<file path="src/rtl/frame_aligner_pkg.sv">
// Shared frame geometry, FAS pattern and aligner state encoding for the demap path.
// crc_calc and the mapper import the same constants.
package frame_aligner_pkg;

    localparam int unsigned ROW_LEN      = 1041;
    localparam int unsigned NUM_ROWS     = 4;
    localparam int unsigned OH_LAST_COL  = 15;
    localparam int unsigned PL_FIRST_COL = 16;
    localparam int unsigned PL_LAST_COL  = 1039;
    localparam int unsigned CRC_COL      = 1040;
    localparam int unsigned CRC_ROW      = 3;
    localparam int unsigned ROW_W        = 2;
    localparam int unsigned COL_W        = 11;

    localparam logic [31:0] FAS_WORD = 32'hF6F62828;

    typedef enum logic [1:0] {
        HUNT    = 2'd0,
        PRESYNC = 2'd1,
        SYNC    = 2'd2
    } align_state_t;

    // Advance a (row,col) tag by one byte, wrapping col then row.
    function automatic logic [ROW_W+COL_W-1:0] next_pos(input logic [ROW_W-1:0] row,
                                                        input logic [COL_W-1:0] col);
        logic [ROW_W-1:0] r;
        logic [COL_W-1:0] c;
        if (col == COL_W'(ROW_LEN - 1)) begin
            c = '0;
            r = (row == ROW_W'(NUM_ROWS - 1)) ? '0 : row + ROW_W'(1);
        end else begin
            c = col + COL_W'(1);
            r = row;
        end
        return {r, c};
    endfunction

endpackage

</file>
<file path="src/rtl/frame_aligner_if.sv">
// Byte-stream bundle between the line side and the aligner, plus the tagged aligned output.
interface frame_aligner_if;

    logic [7:0]  i_data;
    logic        i_data_valid;
    logic [7:0]  o_frame_data;
    logic        o_frame_data_valid;
    logic        o_frame_data_fas;
    logic [1:0]  o_row_cnt;
    logic [10:0] o_col_cnt;
    logic        o_lock;
    logic        o_lof;

    modport master (
        output i_data, i_data_valid,
        input  o_frame_data, o_frame_data_valid, o_frame_data_fas,
        input  o_row_cnt, o_col_cnt, o_lock, o_lof
    );

    modport slave (
        input  i_data, i_data_valid,
        output o_frame_data, o_frame_data_valid, o_frame_data_fas,
        output o_row_cnt, o_col_cnt, o_lock, o_lof
    );

endinterface

</file>
<file path="src/rtl/frame_aligner_fas_window.sv">
// Four-byte FAS window: three stored bytes plus the byte being shifted in this cycle.
// The oldest of those four is the candidate output byte; match compares the whole window.
module fas_window
    import frame_aligner_pkg::*;
(
    input  logic       i_clk,
    input  logic       i_rst,
    input  logic       i_shift,
    input  logic [7:0] i_data,
    output logic [7:0] win_oldest,
    output logic       match
);

    logic [23:0] hist_q;
    logic [31:0] win;

    assign win = {hist_q, i_data};

    always_ff @(posedge i_clk or negedge i_rst) begin
        if (!i_rst) begin
            hist_q <= '0;
        end else if (i_shift) begin
            hist_q <= win[23:0];
        end
    end

    assign win_oldest = win[31:24];
    assign match      = i_shift && (win == FAS_WORD);

endmodule

</file>
<file path="src/rtl/frame_aligner.sv">
// FAS hunt / confirm / flywheel framer; tags each aligned byte with row, col and FAS flag.
//   state   | meaning
//   HUNT    | searching every valid byte for FAS, no output
//   PRESYNC | FAS found, confirming at each (0,0) check point
//   SYNC    | locked, flywheel tolerates LOSS_FRAMES-1 bad checks
module frame_aligner
    import frame_aligner_pkg::*;
#(
    parameter int unsigned SYNC_FRAMES = 2,
    parameter int unsigned LOSS_FRAMES = 3
)
(
    input  logic           i_clk,
    input  logic           i_rst,
    frame_aligner_if.slave bus
);

    localparam logic [2:0] SYNC_CNT = 3'(SYNC_FRAMES);
    localparam logic [2:0] LOSS_CNT = 3'(LOSS_FRAMES);

    align_state_t     state_q, state_d;
    logic [2:0]       good_q, good_d;
    logic [2:0]       bad_q, bad_d;
    logic [ROW_W-1:0] row_q, row_d, out_row;
    logic [COL_W-1:0] col_q, col_d, out_col;
    logic             out_en, out_fas, lof_d;
    logic             at_check, match;
    logic [7:0]       win_oldest;

    fas_window u_fas_window (
        .i_clk      (i_clk),
        .i_rst      (i_rst),
        .i_shift    (bus.i_data_valid),
        .i_data     (bus.i_data),
        .win_oldest (win_oldest),
        .match      (match)
    );

    assign at_check = (row_q == '0) && (col_q == '0);

    always_comb begin
        state_d = state_q;
        good_d  = good_q;
        bad_d   = bad_q;
        row_d   = row_q;
        col_d   = col_q;
        out_en  = 1'b0;
        out_fas = 1'b0;
        out_row = row_q;
        out_col = col_q;
        lof_d   = 1'b0;
        if (bus.i_data_valid) begin
            unique case (state_q)
                HUNT: begin
                    if (match) begin
                        out_en         = 1'b1;
                        out_fas        = 1'b1;
                        out_row        = '0;
                        out_col        = '0;
                        {row_d, col_d} = next_pos('0, '0);
                        good_d         = 3'd1;
                        bad_d          = '0;
                        state_d        = (SYNC_CNT <= 3'd1) ? SYNC : PRESYNC;
                    end
                end
                PRESYNC: begin
                    out_en         = 1'b1;
                    out_fas        = at_check;
                    {row_d, col_d} = next_pos(row_q, col_q);
                    if (at_check) begin
                        if (match) begin
                            good_d = good_q + 3'd1;
                            if (good_d == SYNC_CNT) state_d = SYNC;
                        end else begin
                            out_en  = 1'b0;
                            good_d  = '0;
                            state_d = HUNT;
                        end
                    end
                end
                SYNC: begin
                    out_en         = 1'b1;
                    out_fas        = at_check;
                    {row_d, col_d} = next_pos(row_q, col_q);
                    if (at_check) begin
                        if (match) begin
                            bad_d = '0;
                        end else begin
                            bad_d = bad_q + 3'd1;
                            // Loss of frame: the failing check byte is dropped.
                            if (bad_d == LOSS_CNT) begin
                                out_en  = 1'b0;
                                lof_d   = 1'b1;
                                good_d  = '0;
                                state_d = HUNT;
                            end
                        end
                    end
                end
                default: state_d = HUNT;
            endcase
        end
    end

    always_ff @(posedge i_clk or negedge i_rst) begin
        if (!i_rst) begin
            state_q                <= HUNT;
            good_q                 <= '0;
            bad_q                  <= '0;
            row_q                  <= '0;
            col_q                  <= '0;
            bus.o_frame_data       <= '0;
            bus.o_frame_data_valid <= 1'b0;
            bus.o_frame_data_fas   <= 1'b0;
            bus.o_row_cnt          <= '0;
            bus.o_col_cnt          <= '0;
            bus.o_lock             <= 1'b0;
            bus.o_lof              <= 1'b0;
        end else begin
            state_q                <= state_d;
            good_q                 <= good_d;
            bad_q                  <= bad_d;
            row_q                  <= row_d;
            col_q                  <= col_d;
            bus.o_frame_data_valid <= out_en;
            bus.o_lof              <= lof_d;
            bus.o_lock             <= (state_d == SYNC);
            if (out_en) begin
                bus.o_frame_data     <= win_oldest;
                bus.o_frame_data_fas <= out_fas;
                bus.o_row_cnt        <= out_row;
                bus.o_col_cnt        <= out_col;
            end
        end
    end

endmodule
</file>
<file path="src/flat_wrapper.sv">
// flat-port wrapper written by rule: the top's interface ports become plain ports
module frame_aligner_flat import frame_aligner_pkg::*;
#(
    parameter int unsigned SYNC_FRAMES = 2,
    parameter int unsigned LOSS_FRAMES = 3
)
  (i_clk, i_rst, bus_i_data, bus_i_data_valid, bus_o_frame_data, bus_o_frame_data_valid, bus_o_frame_data_fas, bus_o_row_cnt, bus_o_col_cnt, bus_o_lock, bus_o_lof);
  frame_aligner_if bus_i ();
  input  logic i_clk;
  input  logic i_rst;
  input wire logic [$bits(bus_i.i_data)-1:0] bus_i_data;
  input wire logic [$bits(bus_i.i_data_valid)-1:0] bus_i_data_valid;
  output wire logic [$bits(bus_i.o_frame_data)-1:0] bus_o_frame_data;
  output wire logic [$bits(bus_i.o_frame_data_valid)-1:0] bus_o_frame_data_valid;
  output wire logic [$bits(bus_i.o_frame_data_fas)-1:0] bus_o_frame_data_fas;
  output wire logic [$bits(bus_i.o_row_cnt)-1:0] bus_o_row_cnt;
  output wire logic [$bits(bus_i.o_col_cnt)-1:0] bus_o_col_cnt;
  output wire logic [$bits(bus_i.o_lock)-1:0] bus_o_lock;
  output wire logic [$bits(bus_i.o_lof)-1:0] bus_o_lof;
  assign bus_i.i_data = bus_i_data;
  assign bus_i.i_data_valid = bus_i_data_valid;
  assign bus_o_frame_data = bus_i.o_frame_data;
  assign bus_o_frame_data_valid = bus_i.o_frame_data_valid;
  assign bus_o_frame_data_fas = bus_i.o_frame_data_fas;
  assign bus_o_row_cnt = bus_i.o_row_cnt;
  assign bus_o_col_cnt = bus_i.o_col_cnt;
  assign bus_o_lock = bus_i.o_lock;
  assign bus_o_lof = bus_i.o_lof;
  frame_aligner #(.SYNC_FRAMES(SYNC_FRAMES), .LOSS_FRAMES(LOSS_FRAMES)) u_core (.i_clk(i_clk), .i_rst(i_rst), .bus(bus_i));
endmodule
</file>
<file path="config.mk">
export PLATFORM = sky130hd
export DESIGN_NAME = frame_aligner_flat
export DESIGN_NICKNAME = d
export VERILOG_FILES = /design/src/rtl/frame_aligner_pkg.sv /design/src/rtl/frame_aligner_if.sv /design/src/rtl/frame_aligner_fas_window.sv /design/src/rtl/frame_aligner.sv /design/src/flat_wrapper.sv
export SDC_FILE = /design/constraint.sdc
export NUM_CORES = 1
export LEC_CHECK = 0
export CAP_MARGIN = 20
export CORE_MARGIN = 3
export CORE_UTILIZATION = 51
export DETAILED_ROUTE_END_ITERATION = 6
export PLACE_DENSITY = 0.76
export SYNTH_ARGS = -nofsm -noshare
export SYNTH_HDL_FRONTEND = slang
export SYNTH_HIERARCHICAL = 1
export SYNTH_SLANG_ARGS = --single-unit
</file>
<file path="constraint.sdc">
create_clock -name i_clk -period 2.5 [get_ports i_clk]
set_input_delay 0.375 -clock i_clk [delete_from_list [all_inputs] [get_ports i_clk]]
set_output_delay 0.375 -clock i_clk [all_outputs]
set_load 0.03 [all_outputs]
</file>
---- Word level (Yosys, flattened, before mapping) ----
Cells that the tools add are included.
storage, ports and cells
  register bits ........................... 70
  input port bits ......................... 11
  RAM bits ................................ 0
  output and inout bits ................... 25
  bits in latches ......................... 0
  ROM bits ................................ 0
  logic and storage cells ................. 90
  memories ................................ 0
operators by class
  reduce and logical (&&, ||, !) cells .... 13
  $mul .................................... 0
  equal/unequal tests ..................... 14
  $lt $le $gt $ge ......................... 0
  bitwise logic cells ..................... 0
  shift-type cells ........................ 0
  div/mod/pow operators ................... 0
  multiplexer cells ....................... 46
  add/subtract/negate cells ............... 4
operators with widths
  kind                   count
  $mux 11                5
  $eq 32x32->1 const B   1
  $mux 3                 9
  $mux 2                 13
  $pmux 11 s2            1
  $mux 1                 12
  $add 11x1->11 const B  1
  $eq 11x11->1 const B   1
  $logic_not 11->1       1
  $ne 2x1->1 const B     5
  $pmux 3 s3             1
  $reduce_and 7->1       1
  $add 3x1->3 const B    2
  $eq 2x2->1 const B     3
  $eq 3x2->1 const B     2
  $pmux 2 s3             1
  $pmux 3 s2             1
  $reduce_and 3->1       2
  $logic_not 2->1        2
  $pmux 2 s2             1
  $reduce_and 4->1       1
  $reduce_bool 2->1      2
  $pmux 1 s3             1
  $reduce_bool 3->1      1
  6 further kinds        7

---- Depth between registers and ports, before layout ----
  depth in word-level cells ............... 8
  gate-level depth with buffers ........... 10
  gate-level depth less buffers ........... 8

---- Cells and area by module ----
The synthesis kept the hierarchy.
modules (own cells, without submodules)
  module         area an instance (sq um)  times used  cells an instance  seq. area each (sq um)
  frame_aligner  2417.3                    1           218                1151.1
  fas_window     1041.0                    1           72                 600.6

---- Least setup slack after synthesis ----
Ideal clock, no wire load.
  kind .................................... flip-flop to flip-flop
  start ................................... register u_core.u_fas_window.hist_q[2]
  end ..................................... register u_core.col_q[10]
  setup slack ............................. 3 ps
  data required time ...................... 2420 ps
  arrival time ............................ 2417 ps
  stages on the path, launching flop included .. 8
  setup time .............................. 80 ps
  period minus slack after synthesis ...... 2497 ps
  path buffers ............................ 1
  cell sequence ........................... dfrtp_1 or4_4 nor4_2 clkbuf_1 mux2_2 nand3_1 or4_1 a21oi_1
on the way
  word-level cells in the longest chain between the ends .. 4
RTL lines
  element                            RTL line                        source
  start: declaration                 frame_aligner_fas_window.sv:14  logic [23:0] hist_q;
  start signal: assignment           frame_aligner_fas_window.sv:23  hist_q <= win[23:0];
  $eq 32x32->1                       frame_aligner_fas_window.sv:28  assign match = i_shift && (win == FAS_WORD);
  $logic_and 1x1->1                  frame_aligner_fas_window.sv:28
  net u_core.match                   frame_aligner.sv:27             logic at_check, match;
  $ne 2x1->1 (no source line)        n/a
  $reduce_and 3->1 (no source line)  n/a
  end signal: assignment             frame_aligner.sv:124            col_q <= col_d;
  end: declaration                   frame_aligner.sv:25             logic [COL_W-1:0] col_q, col_d, out_col;
The timed path passes the listed nets, and every way through them passes these cells.
A chain may end at the register's enable or synchronous reset.

---- Worst setup path in the final report ----
  start ................................... register u_core.col_q[0]
  end ..................................... register u_core.bus.o_lock
on the way
  word-level cells in the longest chain between the ends .. 6
  elaborated cells on any way between the ends .. 7
  classes of those cells .................. eq/ne: 1; mux: 4; reduce/logical: 2
RTL lines
  element                    RTL line                                  source
  $logic_not 11->1 *         frame_aligner.sv:39                       assign at_check = (row_q == '0) && (col_q == '0);
  $logic_and 1x1->1 *        frame_aligner.sv:39
  $mux 2 (on tied branches)  frame_aligner.sv:85, frame_aligner.sv:70
  $pmux 2 s3 *               frame_aligner.sv:53                       unique case (state_q)
  $mux 2 *                   frame_aligner.sv:52                       if (bus.i_data_valid) begin
  $eq 2x2->1 *               frame_aligner.sv:127                      bus.o_lock <= (state_d == SYNC);
  end signal: assignment     frame_aligner.sv:127
  end: declaration           frame_aligner_if.sv:23                    output o_row_cnt, o_col_cnt, o_lock, o_lof
Every way passes the cells marked *; elsewhere a longest branch is shown, timed or not.

==> impl_metrics.tcl <==
set metrics [dict create \
    worstPathRequired_ns 2.76 \
    synth.top_cell.area_share_pct 50.65 \
    area_growth_pct 22.90 \
    yosys-top-cells-count "dfrtp_1, mux2_2, a22o_1, inv_1, nand2_1" \
    nets 370 \
    routed_wl_mm 7.123 \
    path_cells "inv_1 > ha_1 > or4b_4 > o31a_1 > or4_1 > a221oi_2" \
    drt-initial-drc-count 114 \
    cts_root_buf "clkbuf_8" \
    p_per_area_nw_per_um2 541.3 \
    fmaxAchievable_mhz 413.1 \
    status "finished, final reports clean" \
    crit_path_top_delay_cell "or4_1" \
    setup_tns_ns 0 \
    synth_top_family_by_area "simple AND/OR/NAND/NOR gates" \
    instances_no_fill 428 \
    multiInputGateArea_um2 1582 \
    dieHeight_um 88.35 \
    grt_pass1_vias 2460 \
    seqCellArea_um2 1752 \
    antenna_left 0 \
    drive_above_1_share_pct 25.93 \
    cts_max_path_buffers 2 \
    holdBufCountCts 0 \
    reg2regPathDepth 6 \
    die_width_um 88.35 \
    clk_latency_ns 0.34 \
    finalCriticalPeriod_ns 2.421 \
    rsz0062_at_grt "no" \
    maxCapViolCount 0 \
    clock-skew-final_ns 0.01146 \
    worst_pin_slew_ns 0.5436 \
    coreArea_um2 6459 \
    total_power_mw 2.301 \
    crit_arrival_ns 2.68 \
    postLayoutCellArea_um2 4250 \
    dp_hpwl_mm 5.241 \
    initial_utilization_pct 53.55 \
    min_period_over_period_pct 96.84 \
    slew_headroom_pct 63.43 \
    dp_cells 412 \
    drt-wirelength-per-cell_um 16.64 \
    p_leak_nw 1.930 \
    diodes 0 \
    cp-end-kind "register" \
    synthXorXnorAreaFrac_pct 1.520 \
    numPortBuffers 35 \
    drc 0 \
    crit_path_start_kind "register" \
    cts_made_buffers 9 \
    syn_inst 290 \
    setup_violations 0 \
    cts_sinks 70 \
    async_flop_share_pct 100.0 \
    ys_top_cells_by_area "dfrtp_1, mux2_2, ha_1" \
    grt_max_degree 48 \
    drv_slew 0 \
    slowest_delay_ns 0.57 \
    vdd_ir_drop_max_mv 0.4568 \
    yosys_register_bits 70 \
    fill_cells 493 \
    crit_fanout 4 \
    rows 29 \
    synth_most_common_cell "dfrtp_1" \
    place_congestion 0.9088 \
    clk_pin_slew_worst_paths_ns 0.08 \
    synth-main-ff-cell "dfrtp_1" \
    dpl_cell_area_um2 4011 \
    min_path_type "in -> async" \
    finalHoldViolations 0 \
    r2r_slack_ns 0.08 \
    drt-pass1-iter-count 6 \
    muxShareOfSynthArea_pct 13.13 \
    die_area_um2 7805 \
    synth-edff-count 0 \
    cts_tree "built" \
    synth-adder-area-share_pct 4.703 \
    syn_area_um2 3458 \
    whs_ns 0.01630 \
    yosysSeqAreaShare_pct 50.65 \
    reg2reg_to "u_core/bus.o_lock$_DFF_PN0_" \
    synthesis.nets 314 \
    r2r-start "u_core/col_q[0]$_DFFE_PN0P_" \
    antenna_found_initial 0 \
    yosys.area_share.simple_pct 13.97 \
    viasPerCell 5.834 \
    syn_avg_cell_area_um2 11.93 \
    grt_first_pass_wirelength_mm 11.67 \
    ys_warn_count 6 \
    grt_remaining_overflow 0 \
    htreeDepth 3 \
    synth_compound_area_share_pct 11.32 \
    boundaryPins 36 \
    yosysTopAreaCell "dfrtp_1" \
    crit_type "reg -> reg" \
    synth.distinct_cells 51 \
    track_usage_pct 19.49 \
    vias 2497 \
]
[worst max-delay path by stage]
stage	startpoint	end	cells after the start
floorplan	u_core/u_fas_window/hist_q[2]$_DFFE_PN0P_	u_core/col_q[10]$_DFFE_PN0P_	7
global placement	bus_i_data[1]	u_core/bus.o_frame_data[2]$_DFFE_PN0P_	10
detailed placement	bus_i_data[1]	u_core/bus.o_frame_data[6]$_DFFE_PN0P_	10
CTS	bus_i_data[1]	u_core/bus.o_frame_data[6]$_DFFE_PN0P_	10
global route	u_core/u_fas_window/hist_q[2]$_DFFE_PN0P_	u_core/col_q[9]$_DFFE_PN0P_	7
finish	u_core/col_q[0]$_DFFE_PN0P_	u_core/bus.o_lock$_DFF_PN0_	6
[placed cells by master (no fill, tap or decap), types with 5 or more instances in the layout]
cell              n
mux2_4            9
a22o_1           16
and2_1            5
clkdlybuf4s50_1  34
ha_1             13
inv_1            16
xor2_1            5
nand2_1          14
nor2_1           10
nand2b_1          5
or3_1             5
clkbuf_8         11
a21oi_1           9
buf_4            25
mux2_2           26
nand4_1           8
dfrtp_1          70
o21ai_0           5
[metrics by stage]
stage,setup WS [ns],util (%)
floorplan,0.002733,-
global placement,-0.2831,62.11
detailed placement,-0.3447,62.11
CTS,0.01040,65.23
global route,0.009934,65.81
finish,0.07911,65.81
[logic make-up after synthesis]
family                     after synthesis
AOI/OAI and AO/OA                       51
buffers and inverters                   33
and+or+nand+nor                         79
muxes                                   38
xor gates and xnor gates                 6
adders and majority gates               13
DFF                                     70
[area by class of cell]
class	count	area share, %
tap	77	2.267
timing repair buffer	61	13.01
multi-input combinational	187	37.21
sequential	70	41.21
clock inverter	3	1.001
clock buffer	13	3.739
inverter	17	1.560
[power breakdown]
part	leakage (nW)	total [mW]	internal, mW	switching (mW)
sequential	0.902	1.24	1.19	0.0535
combinational	0.929	0.141	0.0797	0.0608
clock	0.0996	0.916	0.515	0.401
total	1.93	2.30	1.78	0.516
[registers in the layout, summed over array words and instances, names as in the netlist, 3 cells and up]
register,count
u_core/good_q,3
u_core/col_q,11
u_core/u_fas_window/hist_q,24
u_core/bad_q,3
u_core/bus.o_col_cnt,11
u_core/bus.o_frame_data,8
[metal layers]
| layer | vias up | share of wire (%) | track usage [%] |
|---|---|---|---|
| met4 | 0 | 1.7 | 7.143 |
| li1 | 1167 | - | - |
| met3 | 12 | 5.1 | 5.773 |
| met2 | 76 | 48 | 30.73 |
| met1 | 1242 | 45 | 25.60 |
| met5 | - | 0 | 0 |
[what timing repair did]
action,CTS,global route
setup endpoints to repair,0,27
gates resized for setup,0,7
setup buffers,0,0
[critical path: cells and delay by family, from the launching register on]
| family | cells | cell delay (ns) |
|---|---|---|
| simple gates | 2 | 1.05 |
| compound gates | 2 | 0.65 |
| flops | 1 | 0.38 |
| fa+ha+maj | 1 | 0.17 |
| buf+inv | 1 | 0.08 |
(Power assumes the default switching activity.)
